===== src/rtl/alu_pipe.sv =====
// alu_pipe: valid/ready handshaked ALU with registered result, NZCV flags and pass-through tag.
// Define ALU_MUL_EN to build the iterative radix-2 multiplier (opcode 1111, WIDTH-cycle latency).
module alu_pipe #(
    parameter int WIDTH = 32,
    parameter int TAG_W = 5
) (
    input  logic             clock,
    input  logic             resetN,
    input  logic             inValid,
    output logic             inReady,
    input  logic [WIDTH-1:0] inOne,
    input  logic [WIDTH-1:0] inTwo,
    input  logic [3:0]       opcode,
    input  logic [TAG_W-1:0] inTag,
    output logic             outValid,
    input  logic             outReady,
    output logic [WIDTH-1:0] result,
    output logic [TAG_W-1:0] outTag,
    output logic             zeroFlag,
    output logic             negFlag,
    output logic             carryBit,
    output logic             overflowFlag,
    output logic             illegalOp
);

    localparam int SH_W = $clog2(WIDTH);

    localparam logic [3:0] OP_ADD  = 4'b0010;
    localparam logic [3:0] OP_SUB  = 4'b1010;
    localparam logic [3:0] OP_AND  = 4'b0110;
    localparam logic [3:0] OP_OR   = 4'b0100;
    localparam logic [3:0] OP_XOR  = 4'b1001;
    localparam logic [3:0] OP_NOR  = 4'b0101;
    localparam logic [3:0] OP_NAND = 4'b1100;
    localparam logic [3:0] OP_MOV  = 4'b1101;
    localparam logic [3:0] OP_CBZ  = 4'b0111;
    localparam logic [3:0] OP_LSL  = 4'b0011;
    localparam logic [3:0] OP_LSR  = 4'b1011;
    localparam logic [3:0] OP_ASR  = 4'b1110;
`ifdef ALU_MUL_EN
    localparam logic [3:0] OP_MUL  = 4'b1111;
`endif

    typedef enum logic [0:0] {
        ST_IDLE     = 1'b0,
        ST_MUL_BUSY = 1'b1
    } state_t;

    state_t            r_state;
    state_t            w_state_next;

    logic              r_out_valid;
    logic [WIDTH-1:0]  r_result;
    logic [TAG_W-1:0]  r_out_tag;
    logic              r_zero;
    logic              r_neg;
    logic              r_carry;
    logic              r_ovf;
    logic              r_illegal;

    logic              w_accept;
    logic              w_start_mul;
    logic              w_mul_done;
    logic              w_load;

    logic [SH_W-1:0]   w_shamt;
    logic [WIDTH:0]    w_add_full;
    logic [WIDTH:0]    w_sub_full;
    logic [WIDTH:0]    w_lsl_full;
    logic [WIDTH:0]    w_lsr_full;
    logic signed [WIDTH:0] w_asr_full;

    logic [WIDTH-1:0]  w_alu_res;
    logic              w_alu_c;
    logic              w_alu_v;
    logic              w_alu_ill;

    logic [WIDTH-1:0]  w_mul_res;
    logic              w_mul_c;
    logic [TAG_W-1:0]  w_mul_tag;

    logic [WIDTH-1:0]  w_fin_res;
    logic              w_fin_c;
    logic              w_fin_v;
    logic              w_fin_ill;
    logic [TAG_W-1:0]  w_fin_tag;

    assign w_accept = inValid && inReady;
    assign w_load   = w_accept && !w_start_mul;

    // Shifts keep one extra bit so the last bit shifted out lands in a fixed position.
    assign w_shamt    = inTwo[SH_W-1:0];
    assign w_add_full = {1'b0, inOne} + {1'b0, inTwo};
    assign w_sub_full = {1'b0, inOne} - {1'b0, inTwo};
    assign w_lsl_full = {1'b0, inOne} << w_shamt;
    assign w_lsr_full = {inOne, 1'b0} >> w_shamt;
    assign w_asr_full = $signed({inOne, 1'b0}) >>> w_shamt;

    // Single-cycle ALU: result plus carry/overflow for the presented opcode.
    always_comb begin
        w_alu_res   = {WIDTH{1'b0}};
        w_alu_c     = 1'b0;
        w_alu_v     = 1'b0;
        w_alu_ill   = 1'b0;
        w_start_mul = 1'b0;
        case (opcode)
            OP_ADD: begin
                w_alu_res = w_add_full[WIDTH-1:0];
                w_alu_c   = w_add_full[WIDTH];
                w_alu_v   = (inOne[WIDTH-1] == inTwo[WIDTH-1]) &&
                            (w_add_full[WIDTH-1] != inOne[WIDTH-1]);
            end
            OP_SUB: begin
                w_alu_res = w_sub_full[WIDTH-1:0];
                w_alu_c   = ~w_sub_full[WIDTH];
                w_alu_v   = (inOne[WIDTH-1] != inTwo[WIDTH-1]) &&
                            (w_sub_full[WIDTH-1] != inOne[WIDTH-1]);
            end
            OP_AND:  w_alu_res = inOne & inTwo;
            OP_OR:   w_alu_res = inOne | inTwo;
            OP_XOR:  w_alu_res = inOne ^ inTwo;
            OP_NOR:  w_alu_res = ~(inOne | inTwo);
            OP_NAND: w_alu_res = ~(inOne & inTwo);
            OP_MOV:  w_alu_res = inOne;
            OP_CBZ:  w_alu_res = {WIDTH{1'b0}};
            OP_LSL: begin
                w_alu_res = w_lsl_full[WIDTH-1:0];
                w_alu_c   = w_lsl_full[WIDTH];
            end
            OP_LSR: begin
                w_alu_res = w_lsr_full[WIDTH:1];
                w_alu_c   = w_lsr_full[0];
            end
            OP_ASR: begin
                w_alu_res = w_asr_full[WIDTH:1];
                w_alu_c   = w_asr_full[0];
            end
`ifdef ALU_MUL_EN
            OP_MUL:  w_start_mul = 1'b1;
`endif
            default: w_alu_ill = 1'b1;
        endcase
    end

`ifdef ALU_MUL_EN
    logic [2*WIDTH-1:0] r_acc;
    logic [WIDTH-1:0]   r_mcand;
    logic [SH_W-1:0]    r_cnt;
    logic [TAG_W-1:0]   r_mul_tag;
    logic [WIDTH:0]     w_partial;
    logic [2*WIDTH-1:0] w_acc_next;

    // Low half of the accumulator holds the unconsumed multiplier bits, LSB first.
    assign w_partial  = {1'b0, r_acc[2*WIDTH-1:WIDTH]} +
                        (r_acc[0] ? {1'b0, r_mcand} : {(WIDTH+1){1'b0}});
    assign w_acc_next = {w_partial, r_acc[WIDTH-1:1]};
    assign w_mul_done = (r_state == ST_MUL_BUSY) && (r_cnt == {SH_W{1'b0}});
    assign w_mul_res  = w_acc_next[WIDTH-1:0];
    assign w_mul_c    = |w_acc_next[2*WIDTH-1:WIDTH];
    assign w_mul_tag  = r_mul_tag;

    // Shift-add datapath: load on accept, one multiplier bit per busy cycle.
    always_ff @(posedge clock or negedge resetN) begin
        if (!resetN) begin
            r_acc     <= {(2*WIDTH){1'b0}};
            r_mcand   <= {WIDTH{1'b0}};
            r_cnt     <= {SH_W{1'b0}};
            r_mul_tag <= {TAG_W{1'b0}};
        end else if (w_accept && w_start_mul) begin
            r_acc     <= {{WIDTH{1'b0}}, inTwo};
            r_mcand   <= inOne;
            r_cnt     <= SH_W'(WIDTH - 1);
            r_mul_tag <= inTag;
        end else if (r_state == ST_MUL_BUSY) begin
            r_acc <= w_acc_next;
            if (r_cnt != {SH_W{1'b0}}) begin
                r_cnt <= r_cnt - {{(SH_W-1){1'b0}}, 1'b1};
            end
        end
    end
`else
    assign w_mul_done = 1'b0;
    assign w_mul_res  = {WIDTH{1'b0}};
    assign w_mul_c    = 1'b0;
    assign w_mul_tag  = {TAG_W{1'b0}};
`endif

    // FSM state register.
    always_ff @(posedge clock or negedge resetN) begin
        if (!resetN) begin
            r_state <= ST_IDLE;
        end else begin
            r_state <= w_state_next;
        end
    end

    // FSM next-state logic.
    always_comb begin
        w_state_next = r_state;
        case (r_state)
            ST_IDLE: begin
                if (w_accept && w_start_mul) begin
                    w_state_next = ST_MUL_BUSY;
                end else begin
                    w_state_next = ST_IDLE;
                end
            end
            ST_MUL_BUSY: begin
                if (w_mul_done) begin
                    w_state_next = ST_IDLE;
                end else begin
                    w_state_next = ST_MUL_BUSY;
                end
            end
            default: w_state_next = ST_IDLE;
        endcase
    end

    // FSM outputs: accept only when idle and the output register is empty or draining.
    always_comb begin
        inReady = 1'b0;
        if (resetN && (r_state == ST_IDLE) && (!r_out_valid || outReady)) begin
            inReady = 1'b1;
        end else begin
            inReady = 1'b0;
        end
    end

    // Select what the output register captures: a finishing multiply or the current ALU op.
    always_comb begin
        w_fin_res = w_alu_res;
        w_fin_c   = w_alu_c;
        w_fin_v   = w_alu_v;
        w_fin_ill = w_alu_ill;
        w_fin_tag = inTag;
        if (w_mul_done) begin
            w_fin_res = w_mul_res;
            w_fin_c   = w_mul_c;
            w_fin_v   = 1'b0;
            w_fin_ill = 1'b0;
            w_fin_tag = w_mul_tag;
        end else begin
            w_fin_res = w_alu_res;
            w_fin_c   = w_alu_c;
            w_fin_v   = w_alu_v;
            w_fin_ill = w_alu_ill;
            w_fin_tag = inTag;
        end
    end

    // Output register: load a new result, drain on transfer, otherwise hold.
    always_ff @(posedge clock or negedge resetN) begin
        if (!resetN) begin
            r_out_valid <= 1'b0;
            r_result    <= {WIDTH{1'b0}};
            r_out_tag   <= {TAG_W{1'b0}};
            r_zero      <= 1'b0;
            r_neg       <= 1'b0;
            r_carry     <= 1'b0;
            r_ovf       <= 1'b0;
            r_illegal   <= 1'b0;
        end else if (w_load || w_mul_done) begin
            r_out_valid <= 1'b1;
            r_result    <= w_fin_res;
            r_out_tag   <= w_fin_tag;
            r_zero      <= (w_fin_res == {WIDTH{1'b0}});
            r_neg       <= w_fin_res[WIDTH-1];
            r_carry     <= w_fin_c;
            r_ovf       <= w_fin_v;
            r_illegal   <= w_fin_ill;
        end else if (r_out_valid && outReady) begin
            r_out_valid <= 1'b0;
        end
    end

    assign outValid     = r_out_valid;
    assign result       = r_result;
    assign outTag       = r_out_tag;
    assign zeroFlag     = r_zero;
    assign negFlag      = r_neg;
    assign carryBit     = r_carry;
    assign overflowFlag = r_ovf;
    assign illegalOp    = r_illegal;

endmodule


===== config.mk =====
export PLATFORM = sky130hd
export DESIGN_NAME = alu_pipe
export DESIGN_NICKNAME = d
export VERILOG_FILES = /design/src/rtl/alu_pipe.sv
export SDC_FILE = /design/constraint.sdc
export NUM_CORES = 1
export LEC_CHECK = 0
export BUFFER_PORTS_ARGS = -buffer_cell sky130_fd_sc_hd__buf_4
export CAP_MARGIN = 20
export CORE_ASPECT_RATIO = 0.8
export CORE_MARGIN = 2
export CORE_UTILIZATION = 55
export CTS_CLUSTER_DIAMETER = 200
export CTS_CLUSTER_SIZE = 8
export DETAILED_ROUTE_END_ITERATION = 12
export PLACE_DENSITY = 0.74
export SLEW_MARGIN = 20
export SYNTH_ARGS = -nofsm -noshare
export SYNTH_HDL_FRONTEND = slang
export SYNTH_SLANG_ARGS = --single-unit

===== constraint.sdc =====
create_clock -name clock -period 2.8 [get_ports clock]
set_input_delay 0.28 -clock clock [delete_from_list [all_inputs] [get_ports clock]]
set_output_delay 0.28 -clock clock [all_outputs]
set_load 0.02 [all_outputs]

==> results.py, run 1 <==
metrics = {
    "status": {
        "lastStage": "5_1_grt",
        "toolErrorMsg": "[ERROR GRT-0232] Routing congestion too high. Check the congestion heatmap in the GUI.",
        "run_status": "aborted with a tool error",
    },
    "synth": {
        "synth_area_per_cell_um2": 7.37,
        "postSynth.topFlopCell": "dfrtp_1",
        "mux_contribution_to_synthesized_area_pct": 16.7,
        "yosys.cell_types.count": 95,
        "synthAdderAreaFrac_pct": 10.5,
        "ys_async_sr_fraction_pct": 100,
        "yosys_register_bits": 42,
        "post_synth_and_or_nand_nor_area_fraction_pct": 20.6,
        "synth-compound-area-share_pct": 32.9,
        "combinational_family_with_the_most_area_after_synthesis": "compound AO/OA/AOI/OAI gates",
        "seq_area_frac_synth_pct": 8.20,
        "synth-warning-count": 0,
        "postSynthNetCount": 1922,
        "number_of_enable_type_register_cells_in_the_synthesized_netlist": 0,
        "post_synth_design_cell_area_um2": 12800,
        "synth_cells": 1739,
        "post_synth_xor_area_fraction_pct": 2.32,
    },
    "timing": {
        "timing.worst_endpoint.kind": "register input",
        "repair-timing-grt-worst-ep": "zeroFlag$_DFFE_PN0P_/D",
    },
    "clock_tree": {
        "cts_hold_repair.buffers": 0,
        "clock-root-buffer": "clkbuf_16",
        "cts_max_level": 2,
        "numClockSinks": 42,
        "cts_buffers": 5,
        "clk_path_buf_depth": 2,
    },
    "die": {
        "die_w_um": 175,
        "ioPinCount": 121,
        "initial_cell_density_of_the_core_pct": 56.5,
        "placement_rows": 49,
        "die-height_um": 141,
    },
    "global_routing": {
        "grt.total_usage_pct": 86.4,
        "grt_overflow_total": 315,
        "grt_start_max_net_pins": 66,
    },
    "placed_design": {
        "routabilityCongestion": 1.20,
        "portBuffers": 120,
        "post-dp-hpwl_um": 54900,
    },
}
kinds of logic after synthesis:
| logic type | Yosys count |
|---|---|
| AO/OA/AOI/OAI | 618 |
| AND/OR/NAND/NOR | 535 |
| buffers and inverters | 261 |
| multiplexers | 143 |
| adder cells (fa/ha/maj) | 106 |
| flip-flops | 42 |
| XOR/XNOR | 34 |
per-layer routing:
layer  GRT overflow  global-route usage (%)
met1              3                    85.3
met2            180                    98.4
met3              8                    77.7
met4            121                    86.8
met5              3                    45.8
metrics by stage:
step / area [um^2] / std cells / TNS [ns] / setup WS (ns)
4_1_cts: 19500 / 2686 / -3.13 / -0.764
3_5_place_dp: 18700 / 2666 / -14.03 / -1.17
3_3_place_gp: 18700 / 2666 / -11.33 / -0.981
2_1_floorplan: 13100 / 1739 / -3.28 / -0.564
cell usage after synthesis, types with 14 or more instances:
cell,number,share of area (%)
a211o_1,15,1.0
a211oi_1,33,1.9
a21o_1,17,1.0
a21oi_1,137,5.4
a221o_1,17,1.3
a221oi_1,16,1.1
a22oi_1,25,1.5
a31oi_1,18,0.88
and2_1,14,0.68
buf_1,14,0.41
buf_2,40,1.6
clkbuf_1,89,2.6
dfrtp_1,42,8.2
ha_1,104,10
inv_1,99,2.9
mux2_2,34,3.0
mux2i_1,55,4.3
mux4_2,45,7.9
nand2_1,143,4.2
nand2b_1,29,1.4
nand3_1,27,1.1
nand4_1,22,1.1
nor2_1,147,4.3
nor2b_1,22,1.1
nor3_1,52,2.0
nor4_1,15,0.73
o211ai_1,35,2.1
o21ai_0,111,4.3
o221ai_1,14,0.96
o22ai_1,38,1.9
o31ai_1,17,1.0
or2_2,14,0.68
xnor2_1,22,1.5
repair_timing:
action / CTS
gates resized for setup: 102
gates cloned: 2
buffers inserted: 10
setup endpoints to repair: 24
pin swaps: 36
==> inputs of run 2 (changes only) <==
- CORE_ASPECT_RATIO: 0.8 -> default
- CORE_UTILIZATION: 55 -> 40
- CTS_CLUSTER_DIAMETER: 200 -> default
- CTS_CLUSTER_SIZE: 8 -> default
- PLACE_DENSITY: 0.74 -> default
- PLACE_DENSITY_LB_ADDON: default -> 0.15
==> run 2 against run 1 <==
Compared with the run above: the flow now finishes, with violations (negative setup slack); synthesized cell count did not move; synthesized area did not move.
==> results.py, run 2 <==
metrics = {
    "status": {
        "run_status": "complete, but fails checks",
        "violations": "negative setup slack",
    },
    "die": {
        "die-height_um": 183,
        "die_w_um": 183,
        "initial_cell_density_of_the_core_pct": 40.6,
        "placement_rows": 65,
        "ioPinCount": 121,
        "design.core.area_um2": 31600,
        "die-area_um2": 33500,
    },
    "power_and_ir_drop": {
        "internal_power_mw": 3.38,
        "p_comb_share_pct": 76.3,
        "power_frac_seq_pct": 13.1,
        "power_per_cell_area_nw_per_um2": 295,
        "power_share_of_the_clock_group_pct": 10.6,
        "switching_share_pct": 45.3,
        "power.switching_mw": 2.80,
        "leakage_nw": 9.55,
        "max-vdd-ir-drop_mv": 0.310,
    },
    "finish": {
        "post_layout_nonfiller_instances": 2847,
        "multi_input_area_um2": 11900,
        "register_area_um2": 1050,
        "final_core_util_pct": 66.4,
        "mostFrequentLayoutCell": "buf_4",
        "layout_common_cells": "793 x buf_4, 142 x nor2_1, 138 x nand2_1",
        "synthToLayoutAreaGrowth_pct": 63.5,
        "fin_nets": 2627,
        "antenna-diode-count": 0,
        "share_of_post_route_cells_with_drive_strength_above_1_pct": 47.7,
        "filler_cell_count": 2788,
        "largest_register_ffs": 32,
        "final_design_area_no_fill_um2": 20900,
    },
    "timing": {
        "timing.final.setup_violations": 14,
        "finalCritPeriodShare_pct": 121,
        "worst_clock_skew_ns": 0.00471,
        "slew_viol_final": 0,
        "pnr_worst_setup_slack_ns": -0.579,
        "rsz0062_at_grt": "true",
        "finalHoldViolations": 0,
        "max_freq_mhz": 296,
        "setup-tns-final_ns": -3.52,
        "max_slew.worst_pin.slew_ns": 0.836,
        "slew_headroom_pct": 43.8,
        "final.min_clock_period_ns": 3.38,
    },
    "synth": {
        "synth_area_per_cell_um2": 7.37,
        "yosys.cell_types.count": 95,
        "seq_area_frac_synth_pct": 8.20,
        "synthMostInstantiatedCell": "nor2_1",
        "number_of_enable_type_register_cells_in_the_synthesized_netlist": 0,
        "postSynthNetCount": 1922,
        "postSynth.topFlopCell": "dfrtp_1",
        "post_synth_main_area_contributors": "ha_1 10%, dfrtp_1 8.2%, mux4_2 7.9%",
        "netlist.top_cell.by_area": "ha_1",
        "netlist_top_cells_count": "147 x nor2_1, 143 x nand2_1, 137 x a21oi_1",
        "post_synth_design_cell_area_um2": 12800,
        "synth-warning-count": 0,
        "yosys_register_bits": 42,
        "synth_top_area_share_pct": 10.2,
        "synth_cells": 1739,
        "ys_async_sr_fraction_pct": 100,
    },
    "critical_path": {
        "crit_arrival_ns": 3.58,
        "crit_fanout": 6,
        "timing.critical_path.slowest_stage_cell": "fa_2",
        "crit_path_max_incr_delay_ns": 0.40,
        "worst_setup_path_end_kind": "register",
        "critical_path.top_delay_family": "compound AO/OA/AOI/OAI gates",
        "startpoint_type": "primary input",
        "timing.critical_path.required_ns": 3.00,
        "path_class": "primary input to register",
        "crit_buf_inv": 4,
        "critical_path.cell_chain": "buf_16 -> ha_4 -> inv_2 -> fa_2 -> nand2b_4 -> a211oi_4 -> o31a_1 -> o211ai_1 -> a21o_1 -> buf_6 -> o21ai_4 -> a21oi_4 -> o41ai_2 -> buf_4 -> o221a_4 -> o2111ai_1 -> o31ai_2",
    },
    "clock_tree": {
        "cts_buffers": 5,
        "clock-root-buffer": "clkbuf_16",
        "cts_max_level": 2,
        "cts_tree": "built",
        "clk_path_buf_depth": 2,
        "worst_skew_pair.late_latency_ns": 0.29,
        "cts.reportedPaths.clkPinSlew_ns": 0.06,
        "numClockSinks": 42,
    },
    "placed_design": {
        "portBuffers": 120,
        "pre_cts_ws_ns": -1.22,
        "routabilityCongestion": 1.10,
        "place_inst": 2801,
        "dpl_cell_area_um2": 19100,
        "post-dp-hpwl_um": 61200,
    },
    "detailed_routing": {
        "routed_wl_um": 75500,
        "route.detailed.drc": 0,
        "dr.first_iter.drc_count": 2268,
        "drt_pass1_iterations": 6,
        "post_drt_via_cell_ratio": 6.42,
        "routed-via-count": 18264,
        "drtAntennaViolNets": 0,
        "wire_length_per_cell_after_detailed_routing_um": 26.5,
    },
    "global_routing": {
        "grt.total_usage_pct": 44.1,
        "grt_start_max_net_pins": 66,
        "grt_pass1_wl_um": 111000,
        "antenna_found_initial": 2,
        "grt_overflow_total": 0,
        "via_count_of_the_first_global_routing_pass": 17426,
    },
    "min_path": {
        "hp-class": "primary input to async pin",
    },
    "job": {
        "cap_viol_max_count": 0,
    },
}
## run 2: cell families after synthesis
family                     Yosys count  synth area share (%)
xor gates and xnor gates            34                  2.32
AOI/OAI and AO/OA                  618                  32.9
adders and majority gates          106                  10.5
buffers and inverters              261                  8.78
and+or+nand+nor                    535                  20.6
muxes                              143                  16.7
DFF                                 42                  8.20
## run 2: worst register-to-register path, cell delays in order, from the launching register on
cell and delay [ns]:
dfrtp_1 0.38, nand2b_1 0.09, and2_1 0.17, nand2_2 0.12, nor3_1 0.22, o221a_2 0.31
nand4_1 0.15, nor4bb_2 0.32, nand4_1 0.23, nor4b_4 0.35, nand4_1 0.16, o31ai_2 0.18
## run 2: cell type report
| class | instances | share of cell area [%] |
|---|---|---|
| clock buffers | 7 | 0.633 |
| clock inverters | 1 | 0.143 |
| inverters | 102 | 2.10 |
| multi-input cells | 1436 | 56.8 |
| flip-flops and latches | 42 | 5.02 |
| well taps | 402 | 2.40 |
| repair buffers | 857 | 32.9 |
## run 2: final timing paths
path                       slack, ns                      to                    from  cells after the start
max                            -0.58    zeroFlag$_DFFE_PN0P_                inTwo[0]                     17
min                             0.12  result[27]$_DFFE_PN0P_                  resetN                      2
max reg2reg                     0.04    zeroFlag$_DFFE_PN0P_    outValid$_DFFE_PN0P_                     11
min reg2reg                     0.48  result[16]$_DFFE_PN0P_  result[16]$_DFFE_PN0P_                      2
max in group asynchronous       2.30   result[7]$_DFFE_PN0P_                  resetN                      2
min in group clock              0.22   outTag[1]$_DFFE_PN0P_                inTag[1]                      2
## run 2: stage by stage
stage | total power, mW | hold slack (ns)
floorplan | 2.80 | -0.0156
finish | 6.18 | 0.122
detailed placement | 4.94 | 0.439
global placement | 4.91 | 0.427
CTS | 5.91 | 0.131
global route | 6.44 | 0.170
## run 2: power by group through the flow
stage	clock, mW	combinational, mW	sequential [mW]
6_report	0.655	4.71	0.809
4_1_cts	0.660	4.44	0.810
5_1_grt	0.689	4.93	0.825
3_3_place_gp	0	4.09	0.812
2_1_floorplan	0	1.82	0.971
3_5_place_dp	0	4.12	0.819
## run 2: timing repair
item,in CTS,in global routing
hold buffers,0,0
setup buffers,41,12
gates resized for setup,210,101
gates cloned,3,0
pin swaps,71,50
endpoints found under the setup margin,22,21
## run 2: metal layers
layer / GRT usage [%] / routed length, um / vias up
li1: - / - / 8017
met1: 58.7 / 30300 / 8805
met2: 66.6 / 32100 / 1209
met3: 9.43 / 7960 / 231
met4: 23.6 / 5080 / 2
met5: 0 / 12 / -
No activity file was read; power rests on OpenSTA's default activity.
==> inputs of run 3 (changes only) <==
- GPL_TIMING_DRIVEN: default -> 0
- PLACE_DENSITY_LB_ADDON: 0.15 -> default
==> run 3 against run 2 <==
Compared with the run above: clock skew grew 0.0012 ns; the run still ends with negative setup slack left; via count shrank 3.4%; clock power shrank 7.3%.
==> results.py, run 3 (synthesis gave the netlist of run 2 again) <==
metrics = {
    "timing": {
        "timing.final.setup_violations": 27,
        "rsz0062_at_grt": "true",
        "fin_worst_hold_slack_ns": 0.217,
        "finalCritPeriodShare_pct": 137,
        "finalHoldViolations": 0,
        "max_freq_mhz": 261,
        "slew_headroom_pct": 20.1,
        "slew_viol_final": 0,
        "pnr_worst_setup_slack_ns": -1.03,
        "worst_clock_skew_ns": 0.00592,
        "setup-tns-final_ns": -9.21,
        "max_slew.worst_pin.slew_ns": 1.20,
        "final.min_clock_period_ns": 3.83,
    },
    "clock_tree": {
        "cts_tree": "built",
        "cts_max_level": 2,
        "worst_skew_pair.late_latency_ns": 0.30,
        "clock-root-buffer": "clkbuf_16",
        "numClockSinks": 42,
        "cts_buffers": 5,
        "clk_path_buf_depth": 2,
        "cts.reportedPaths.clkPinSlew_ns": 0.07,
    },
    "detailed_routing": {
        "dr.first_iter.drc_count": 3273,
        "wire_length_per_cell_after_detailed_routing_um": 35.2,
        "drtAntennaViolNets": 0,
        "post_drt_via_cell_ratio": 7.41,
        "routed-via-count": 17649,
        "routed_wl_um": 83900,
        "drt_pass1_iterations": 7,
        "route.detailed.drc": 0,
    },
    "critical_path": {
        "path_class": "primary input to register",
        "timing.critical_path.required_ns": 3.01,
        "startpoint_type": "primary input",
        "crit_fanout": 10,
        "timing.critical_path.from": "inTwo[2]",
        "crit-reg2reg-launch": "outValid$_DFFE_PN0P_",
        "crit_arrival_ns": 4.04,
        "worst_setup_path_end_kind": "register",
    },
    "die": {
        "ioPinCount": 121,
        "die-height_um": 183,
        "initial_cell_density_of_the_core_pct": 40.6,
        "die_w_um": 183,
        "design.core.area_um2": 31600,
        "die-area_um2": 33500,
        "placement_rows": 65,
    },
    "power_and_ir_drop": {
        "total_power_mw": 5.54,
        "max-vdd-ir-drop_mv": 0.325,
        "power_per_cell_area_nw_per_um2": 318,
        "leakage_nw": 7.24,
    },
    "global_routing": {
        "via_count_of_the_first_global_routing_pass": 16520,
        "grt.total_usage_pct": 48.5,
        "antenna_found_initial": 5,
        "grt_pass1_wl_um": 118000,
        "grt_overflow_total": 0,
        "grt_start_max_net_pins": 27,
    },
    "finish": {
        "register_area_um2": 1050,
        "mostFrequentLayoutCell": "buf_4",
        "filler_cell_count": 3003,
        "multi_input_area_um2": 12100,
        "fin_nets": 2157,
        "layout_common_cells": "233 x buf_4, 137 x nand2_1, 135 x nor2_1",
        "synthToLayoutAreaGrowth_pct": 35.9,
        "largest_register_ffs": 32,
        "share_of_post_route_cells_with_drive_strength_above_1_pct": 34.7,
    },
    "placed_design": {
        "routabilityCongestion": 1.16,
        "post-dp-hpwl_um": 63400,
        "portBuffers": 120,
    },
    "job": {
        "cap_viol_max_count": 0,
    },
    "min_path": {
        "hp-class": "primary input to register",
        "holdCritStartpoint": "inTag[3]",
    },
    "status": {
        "run_status": "complete, but fails checks",
        "violations": "negative setup slack",
    },
}
run 3: cell types whose count changed in the layout (fill, tap and decap cells not counted), moves of 15 or more:
cell	before	now
buf_6	40	25
clkbuf_1	2	29
buf_2	0	25
buf_4	793	233
clkbuf_2	0	28
run 3: routing by layer:
metal  up-vias  wire, um  GRT usage (%)
li1       7074         -              -
met1      8347     31300           62.5
met2      1755     32100           67.4
met3       467     13100           19.7
met4         6      7250           29.0
met5         -        74              0
run 3: power breakdown:
part / leakage (nW) / total [mW] / switching, mW / internal (mW)
combinational: 6.65 / 4.12 / 2.53 / 1.59
clock: 0.0729 / 0.607 / 0.254 / 0.353
sequential: 0.520 / 0.806 / 0.0705 / 0.736
total: 7.24 / 5.54 / 2.86 / 2.68
run 3: layout make-up:
| class | count | area share (%) |
|---|---|---|
| Inverter | 102 | 2.54 |
| Sequential cell | 42 | 6.03 |
| Buffer | 152 | 7.31 |
| Clock inverter | 2 | 0.0718 |
| Antenna cell | 6 | 0.0862 |
| Tap cell | 402 | 2.89 |
| Clock buffer | 6 | 0.797 |
| Timing Repair Buffer | 235 | 10.9 |
| Multi-Input combinational cell | 1436 | 69.4 |
run 3: critical path, cell delays in order:
cell	delay, ns
buf_12	0.08
buf_12	0.10
buf_4	0.12
buf_2	0.32
buf_4	0.31
buf_2	0.39
o21ai_0	0.15
o21ai_1	0.40
o221ai_1	0.22
nor2_2	0.29
nor4bb_2	0.38
nand4_1	0.26
nor4b_2	0.26
nand4_1	0.20
o31ai_2	0.28
run 3: what timing repair did:
item                                   in CTS  in global routing
pin swaps                                  85                 59
hold buffers                                3                  0
setup endpoints to repair                  35                 27
cloned                                      0                  1
gates resized for setup                   364                109
setup buffers                              94                 17
endpoints found under the hold margin      16                  0
run 3: per-stage QoR:
| step | area (um^2) | worst slack, ns | util, % | std cells |
|---|---|---|---|---|
| 2_1_floorplan | 13100 | -0.564 | - | 1739 |
| 3_3_place_gp | 14500 | -2.63 | 46.1 | 2261 |
| 3_5_place_dp | 14600 | -2.63 | 46.1 | 2263 |
| 4_1_cts | 16900 | -0.813 | 53.4 | 2361 |
| 5_1_grt | 17400 | -0.982 | 55.2 | 2378 |
| 6_report | 17400 | -1.03 | 55.2 | 2383 |
run 3: path summary, 6_finish.rpt:
check,slack (ns),cells after the start,end
worst max-delay path,-1.03,15,zeroFlag$_DFFE_PN0P_
worst min-delay path,0.22,2,outTag[3]$_DFFE_PN0P_
worst max register to register,-0.35,11,zeroFlag$_DFFE_PN0P_
worst min register to register,0.49,2,result[30]$_DFFE_PN0P_
max in group asynchronous,1.67,2,result[22]$_DFFE_PN0P_
min in group asynchronous,0.60,3,result[16]$_DFFE_PN0P_
